**src/rtl/reduction_accumulator.sv**
```systemverilog
// Purpose: sums the four byte lanes of each operand beat into a 16-bit saturating total.
// Latency: result valid the cycle after the last beat transfers; single-beat minimum is 2 cycles.
// Backpressure: in_ready drops while a result is held; the result holds until out_ready; clr aborts.
module reduction_accumulator #(
    parameter int CNT_W = 8
) (
    input  logic             clk,
    input  logic             rst_n,
    input  logic             clr,
    input  logic             in_valid,
    output logic             in_ready,
    input  logic [15:0]      in_A,
    input  logic [15:0]      in_B,
    input  logic             in_last,
    output logic             out_valid,
    input  logic             out_ready,
    output logic [15:0]      out_sum,
    output logic             out_sat,
    output logic [CNT_W-1:0] out_beats
);

    typedef enum logic [1:0] {
        S_IDLE = 2'd0,
        S_ACC  = 2'd1,
        S_HOLD = 2'd2
    } state_t;

    state_t             state_q, state_d;
    logic [15:0]        acc_q, acc_d;
    logic [CNT_W-1:0]   cnt_q, cnt_d;
    logic               sat_q, sat_d;
    logic               out_valid_q;

    logic [9:0]         beat;
    logic [16:0]        sum17;
    logic [CNT_W-1:0]   cnt_inc;
    logic               xfer;

    // Lane sum is at most 4*255 = 1020, so 10 bits never overflow.
    assign beat  = {2'b00, in_A[7:0]} + {2'b00, in_B[7:0]}
                 + {2'b00, in_A[15:8]} + {2'b00, in_B[15:8]};
    assign sum17 = {1'b0, acc_q} + {7'b0, beat};

    // The beat counter sticks at all-ones rather than wrapping.
    assign cnt_inc = (cnt_q == {CNT_W{1'b1}}) ? cnt_q : cnt_q + CNT_W'(1);

    // clr must block the beat in the same cycle, so in_ready stays combinational.
    assign in_ready = (state_q != S_HOLD) && !clr;
    assign xfer     = in_valid && in_ready;

    // Next-state and datapath update; clr overrides everything, including a pending result.
    always_comb begin
        state_d = state_q;
        acc_d   = acc_q;
        cnt_d   = cnt_q;
        sat_d   = sat_q;
        case (state_q)
            S_IDLE: begin
                if (xfer) begin
                    acc_d   = {6'b0, beat};
                    cnt_d   = CNT_W'(1);
                    sat_d   = 1'b0;
                    state_d = in_last ? S_HOLD : S_ACC;
                end
            end
            S_ACC: begin
                if (xfer) begin
                    if (sum17[16]) begin
                        acc_d = 16'hFFFF;
                        sat_d = 1'b1;
                    end else begin
                        acc_d = sum17[15:0];
                    end
                    cnt_d = cnt_inc;
                    if (in_last) state_d = S_HOLD;
                end
            end
            S_HOLD: begin
                if (out_ready) state_d = S_IDLE;
            end
            default: state_d = S_IDLE;
        endcase
        if (clr) begin
            state_d = S_IDLE;
            acc_d   = 16'h0000;
            cnt_d   = '0;
            sat_d   = 1'b0;
        end
    end

    // State, accumulator and registered result-valid flag.
    always_ff @(posedge clk or negedge rst_n) begin
        if (!rst_n) begin
            state_q     <= S_IDLE;
            acc_q       <= 16'h0000;
            cnt_q       <= '0;
            sat_q       <= 1'b0;
            out_valid_q <= 1'b0;
        end else begin
            state_q     <= state_d;
            acc_q       <= acc_d;
            cnt_q       <= cnt_d;
            sat_q       <= sat_d;
            out_valid_q <= (state_d == S_HOLD);
        end
    end

    assign out_valid = out_valid_q;
    assign out_sum   = acc_q;
    assign out_sat   = sat_q;
    assign out_beats = cnt_q;

endmodule

```
**config.mk**
```make
export PLATFORM = sky130hd
export DESIGN_NAME = reduction_accumulator
export DESIGN_NICKNAME = d
export VERILOG_FILES = /design/src/rtl/reduction_accumulator.sv
export SDC_FILE = /design/constraint.sdc
export NUM_CORES = 1
export LEC_CHECK = 0
export CAP_MARGIN = 0
export CORE_MARGIN = 2
export CORE_UTILIZATION = 35
export CTS_BUF_LIST = sky130_fd_sc_hd__clkbuf_2 sky130_fd_sc_hd__clkbuf_4 sky130_fd_sc_hd__clkbuf_8
export DETAILED_ROUTE_END_ITERATION = 8
export PLACE_DENSITY = 0.6
export SKIP_LAST_GASP = 1
export SYNTH_ARGS = -nofsm -noshare
export SYNTH_HDL_FRONTEND = slang
export SYNTH_SLANG_ARGS = --single-unit
```
**constraint.sdc**
```tcl
create_clock -name clk -period 6 [get_ports clk]
set_clock_uncertainty 0.15 [all_clocks]
set_input_delay 1.2 -clock clk [delete_from_list [all_inputs] [get_ports clk]]
set_output_delay 1.2 -clock clk [all_outputs]
set_load 0.02 [all_outputs]
```
## Word-level counts from Yosys, hierarchy flattened

Cells that the tools add are included.

- Muxes and demuxes: 22
- $add $sub $neg: 5
- Equal/unequal tests: 9
- Order comparisons: 0
- Shift operators: 0
- Reduce and logical (&&, ||, !) cells: 8
- Bitwise gates (word level): 0
- Multipliers: 0
- Div/mod/pow operators: 0

Operators by type and width:

| kind | count |
|---|---|
| 16-bit 2-to-1 mux | 4 |
| 8-bit 2-to-1 mux | 4 |
| 16-bit one-hot mux with 2 select lines | 1 |
| 16-bit by 10-bit adder with 17-bit output | 1 |
| 8-bit one-hot mux with 2 select lines | 1 |
| 2-bit 2-to-1 mux | 6 |
| 3-bit != test (second input constant) | 4 |
| 10-bit by 8-bit adder with 10-bit output | 1 |
| 9-bit by 8-bit adder with 10-bit output | 1 |
| 8-bit by 8-bit adder with 9-bit output | 1 |
| 8-bit by 1-bit adder with 8-bit output (second input constant) | 1 |
| 8-bit == test (second input constant) | 1 |
| 4-bit AND reduction | 2 |
| 2-bit one-hot mux with 3 select lines | 1 |
| 2-bit == test (second input constant) | 2 |
| 1-bit 2-to-1 mux | 4 |
| 3-bit AND reduction | 1 |
| 3-bit nonzero test | 1 |
| 2-bit by 1-bit == test with 1-bit output (second input constant) | 1 |
| 1-bit logical AND | 2 |
| 2-bit logical NOT | 1 |
| 2-bit != test (second input constant) | 1 |
| 1-bit one-hot mux with 2 select lines | 1 |
| 1-bit logical NOT | 1 |

- Memories kept: 0
- Latch bits: 0
- Input port bits: 38
- Logic and storage cells: 49
- Bits in read-only memories: 0
- Memory bits (writable): 0
- Flip-flop bits (word level): 28

## Logic depth before layout (Yosys ltp)

- Depth in word-level cells: 8
- Gate-level depth with buffers: 19
- Mapped depth without buffers: 18

## Least setup slack after synthesis

Ideal clock, no wire load.

- Kind: input port to flip-flop
- Start: input port in_A[1]
- End: register acc_q[15], in the netlist out_sum[15]
- Cell stages on the path: 18
- Slack: 0.756 ns
- Arrival time: 4.972 ns
- Buffers on the path: 0
- Cell sequence: inv_1 -> fa_1 -> fa_1 -> inv_1 -> ha_1 -> inv_1 -> fa_1 -> nor2b_1 -> o31a_1 -> o311a_1 -> o21ai_1 -> nand2b_1 -> ha_1 -> a21o_1 -> or3_1 -> a2111oi_0 -> o21bai_1 -> a32o_1

- Word-level cells in the longest chain between the ends: 8

RTL lines:

| item | line | RTL |
|---|---|---|
| from (decl) | 12 | `input logic [15:0] in_A,` |
| 8-bit by 8-bit adder with 9-bit output | 40 | `assign beat = {2'b00, in_A[7:0]} + {2'b00, in_B[7:0]}` |
| 9-bit by 8-bit adder with 10-bit output | 41 | `+ {2'b00, in_A[15:8]} + {2'b00, in_B[15:8]};` |
| 10-bit by 8-bit adder with 10-bit output | 41 |  |
| 16-bit by 10-bit adder with 17-bit output | 42 | `assign sum17 = {1'b0, acc_q} + {7'b0, beat};` |
| 16-bit 2-to-1 mux | 68 | `if (sum17[16]) begin` |
| 16-bit 2-to-1 mux | 67 | `if (xfer) begin` |
| 16-bit one-hot mux with 2 select lines | 57 | `case (state_q)` |
| 16-bit 2-to-1 mux | 83 | `if (clr) begin` |
| to (signal assigned) | 95 | `acc_q <= 16'h0000;` |
| to (signal assigned) | 101 | `acc_q <= acc_d;` |
| to (decl) | 29 | `logic [15:0] acc_q, acc_d;` |

Every way passes these cells. The select of a mux whose other input is x is not followed.
A chain may end at the register's enable or synchronous reset.

## Worst setup path after layout

- Start: input port in_A[1]
- End: register acc_q[8], in the netlist out_sum[8]

- Word-level cells in the longest chain between the ends: 8
- Elaborated cells on any way between the ends: 9
- Those cells by class: 4 x add/sub; 5 x mux

RTL lines:

| item | line |
|---|---|
| 8-bit by 8-bit adder with 9-bit output * | 40 |
| 9-bit by 8-bit adder with 10-bit output * | 41 |
| 10-bit by 8-bit adder with 10-bit output * | 41 |
| 16-bit by 10-bit adder with 17-bit output | 42 |
| 16-bit 2-to-1 mux | 68 |
| 16-bit 2-to-1 mux | 67 |
| 16-bit one-hot mux with 2 select lines * | 57 |
| 16-bit 2-to-1 mux * | 83 |

Every way passes the cells marked *; elsewhere a longest branch is shown, timed or not. The select of a mux whose other input is x is not followed.

==> reports/results.tsv <==
stage	metric	value	unit
power	Pwr Total	1040	uW
synthesis	Mapped Cells	308	
clock_tree	CTS Sinks	28	
detailed_routing	DRC Markers	0	
power	worst vdd ir	0.122	mV
detailed_routing	vias per cell	5.11	
worst_hold_path	worst hold path type	flip-flop to flip-flop	
detailed_routing	WL final	6390	um
detailed_routing	Pre-antenna DRT Iters	4	
clock_tree	Setup Buffers After CTS	0	
synthesis	Synth top area share	25.6	%
clock_tree	htree depth	1	
clock_tree	Worst-Skew Late Latency	280	ps
synthesis	sequential element share of the synthesized area	25.6	%
synthesis	ranking of synthesized cells by area	dfrtp_1 (26%), fa_1 (12%), ha_1 (9.2%)	
global_route	gr usage total	16.1	%
timing	RSZ-0062 raised after global routing	false	
synthesis	Ys Warns	0	
detailed_routing	Starting DRT DRC Count	71	
clock_tree	post-CTS resize count	0	
detailed_routing	average wire per standard cell	13.4	um
critical_path	RR Startpoint	out_sum[0]	
timing	final setup fails	0	
synthesis	Synth area leader	dfrtp_1	
critical_path	worst r2r dst	out_sum[8]	
global_route	vias in the first global route	2525	
final_layout	# diodes	0	
critical_path	CP max FO	7	
critical_path	instance count on the critical path	18	
clock_tree	CTS tree	built	
floorplanning	Rows	32	
clock_tree	clk root buf	clkbuf_8	
final_layout	share of post-route cells with drive strength above 1	6.42	%
timing	Worst-Margin Slew	1270	ps
synthesis	Post-Syn Area	0.00273	mm2
floorplanning	Die Area	0.00853	mm2
critical_path	Critical Path Sink Type	flip-flop	
floorplanning	Vert. Die Dim	92.4	um
floorplanning	Ports	65	
synthesis	Synth Area per Inst	8.88	um2
placement	dpl hpwl	4940	um
outcome	status	completed	
timing	Slew Viols, Final	0	
placement	RD Place Congestion	0.891	
timing	Setup WS post-layout	287	ps
critical_path	CP max-delay cell	fa_1	
synthesis	FF+latch count, synth	28	
critical_path	crit path launch type	input port	
detailed_routing	ANT nets after route	0	
global_route	Overflow after GRT	0	
timing	highest clock rate	175	MHz
flow_run	MaxCap Viol Count	0	
floorplanning	initial core utilization	35.7	%
synthesis	EDFF count, synth	0	
critical_path	CP Class	input port to flip-flop	
final_layout	Final nets	450	
power	Leak	0.00165	uW
power	PwrDens	291	mW/mm2
global_route	global-route wire length before repair	11600	um
timing	Final Hold Fails	0	
timing	final period utilization	95.2	%
floorplanning	core area	0.00765	mm2
critical_path	crit path DAT	5740	ps
synthesis	main flop type after synthesis	dfrtp_1	
timing	Fin Setup TNS	0	ps
critical_path	Setup crit end	out_sum[8]	
critical_path	Bufs and invs on worst path	4	
placement	Place WS	-32.9	ps
timing	Max-slew headroom	15.1	%
critical_path	reg2reg setup slack	3260	ps
critical_path	reg2reg path depth	8	
critical_path	worst setup path start	in_A[1]	
final_layout	area growth from synthesis to layout	30.8	%
clock_tree	total CTS buffers	3	
synthesis	syn_nets	383	
critical_path	worst path cell trace	clkdlybuf4s50_1, inv_1, fa_1, fa_1, inv_1, ha_1, inv_1, fa_1, nor2b_1, o31a_1, o311a_1, a21oi_1, ha_1, a211oi_2, a311oi_4, o21ai_2, o311ai_0, a32o_1	
critical_path	Slowest Stage Delay on Critical Path	520	ps
critical_path	CP required	6030	ps
clock_tree	Clock transition at path regs	110	ps
clock_tree	Max Root-Sink Buffers	2	
placement	Port Buffers	64	
floorplanning	Die X	92.4	um
critical_path	CP top delay family	compound AO/OA/AOI/OAI gates	
global_route	largest net degree at the start of global routing	29	
synthesis	Post-synth ARST share	100	%
clock_tree	cts-stage hold buffer count	0	
timing	Final Critical Period	5710	ps
global_route	initial antenna violation count	0	
detailed_routing	Vias	2433	
synthesis	Unique masters post-synth	61	
final cells by class:
cell class / instances / area (um2)
Inverter: 52 / 195
Multi-Input combinational cell: 222 / 1810
Clock inverter: 1 / 30.0
Sequential cell: 28 / 701
Fill cell: 751 / 4070
Clock buffer: 3 / 41.3
Timing Repair Buffer: 68 / 671
Tap cell: 102 / 128
power by group:
group / leakage [uW] / switching, uW / internal, uW / total, uW
logic: 0.00123 / 365 / 297 / 662
clock network: 0.0000357 / 62.7 / 89.4 / 152
registers: 0.000381 / 19.5 / 206 / 226
cells in the final DEF, fill, tap and decap left out, types with 2 or more instances in the layout:
master,count
clkdlybuf4s50_1,64
inv_1,52
dfrtp_1,28
nor2_1,22
ha_1,20
fa_1,17
o21ai_0,16
nand2_1,16
a21oi_1,14
a21o_1,9
nand3_1,9
xor2_1,8
xnor2_1,7
a31oi_1,6
o21ai_1,4
and3_1,4
nand4_1,4
a211oi_2,4
buf_4,4
nor2b_1,3
a211oi_1,3
nor3_1,3
or3_1,3
nand2b_1,3
o21bai_1,3
nor3b_1,3
a32o_1,3
clkbuf_8,3
a2111oi_0,2
a41oi_1,2
nor3_2,2
o31ai_1,2
nand3b_1,2
worst min-delay path by stage:
stage,from,slack [ps],endpoint,cells after the start
after floorplan,state_q[1],360,state_q[0],1
final,out_sat,350,out_sat,1
after CTS,out_sat,360,out_sat,1
after detailed placement,out_sat,340,out_sat,1
after global placement,out_sat,330,out_sat,1
after global routing,out_sat,390,out_sat,1
cell families (layout without fill, tap and decap cells):
group	Yosys count	count (layout)	share of synthesized area [%]
adder cells (fa/ha/maj)	37	37	21.6
AND/OR/NAND/NOR	81	81	15.5
multiplexers	1	1	0.412
buffers and inverters	58	124	8.33
AO/OA/AOI/OAI	88	88	23.8
XOR/XNOR	15	15	4.81
flip-flops	28	28	25.6
per-layer routing:
metal / GRT usage [%] / wire length [um] / vias to the layer above / part of all wire (%)
met1: 22.4 / 3070 / 1161 / 48
met3: 1.87 / 207 / 5 / 3.2
met5: 0 / 0 / - / 0
met2: 27.5 / 3080 / 52 / 48
li1: - / - / 1215 / -
met4: 2.24 / 33 / 0 / 0.52
synthesized netlist by cell type (6+ instances only):
library cell and count:
a31oi_1 6, a21o_1 9, dfrtp_1 28, a21oi_1 15
o21ai_0 16, xor2_1 8, fa_1 17, nor2_1 22
nand2_1 16, xnor2_1 7, ha_1 20, inv_1 52
nand3_1 9
sequential cells by signal, indices dropped and copies added (netlist names):
signal,count
out_valid,1
out_sum,16
state_q,2
out_sat,1
out_beats,8
worst register-to-register path: cells and delay by family (launching register included):
kind                       cells  cell delay [ps]
and+or+nand+nor                1              170
AOI/OAI and AO/OA              5             1250
adders and majority gates      2              660
DFF                            1              410
metrics by stage:
step | util (%) | hold WS, ps | std cells | instance area [um2]
final | 46.7 | 353 | 476 | 3570
after floorplan | - | 362 | 308 | 2730
after global routing | 46.7 | 393 | 476 | 3570
after detailed placement | 45.8 | 336 | 472 | 3500
after CTS | 46.7 | 361 | 476 | 3570
after global placement | 45.8 | 330 | 472 | 3500
(Power assumes the default switching activity.)
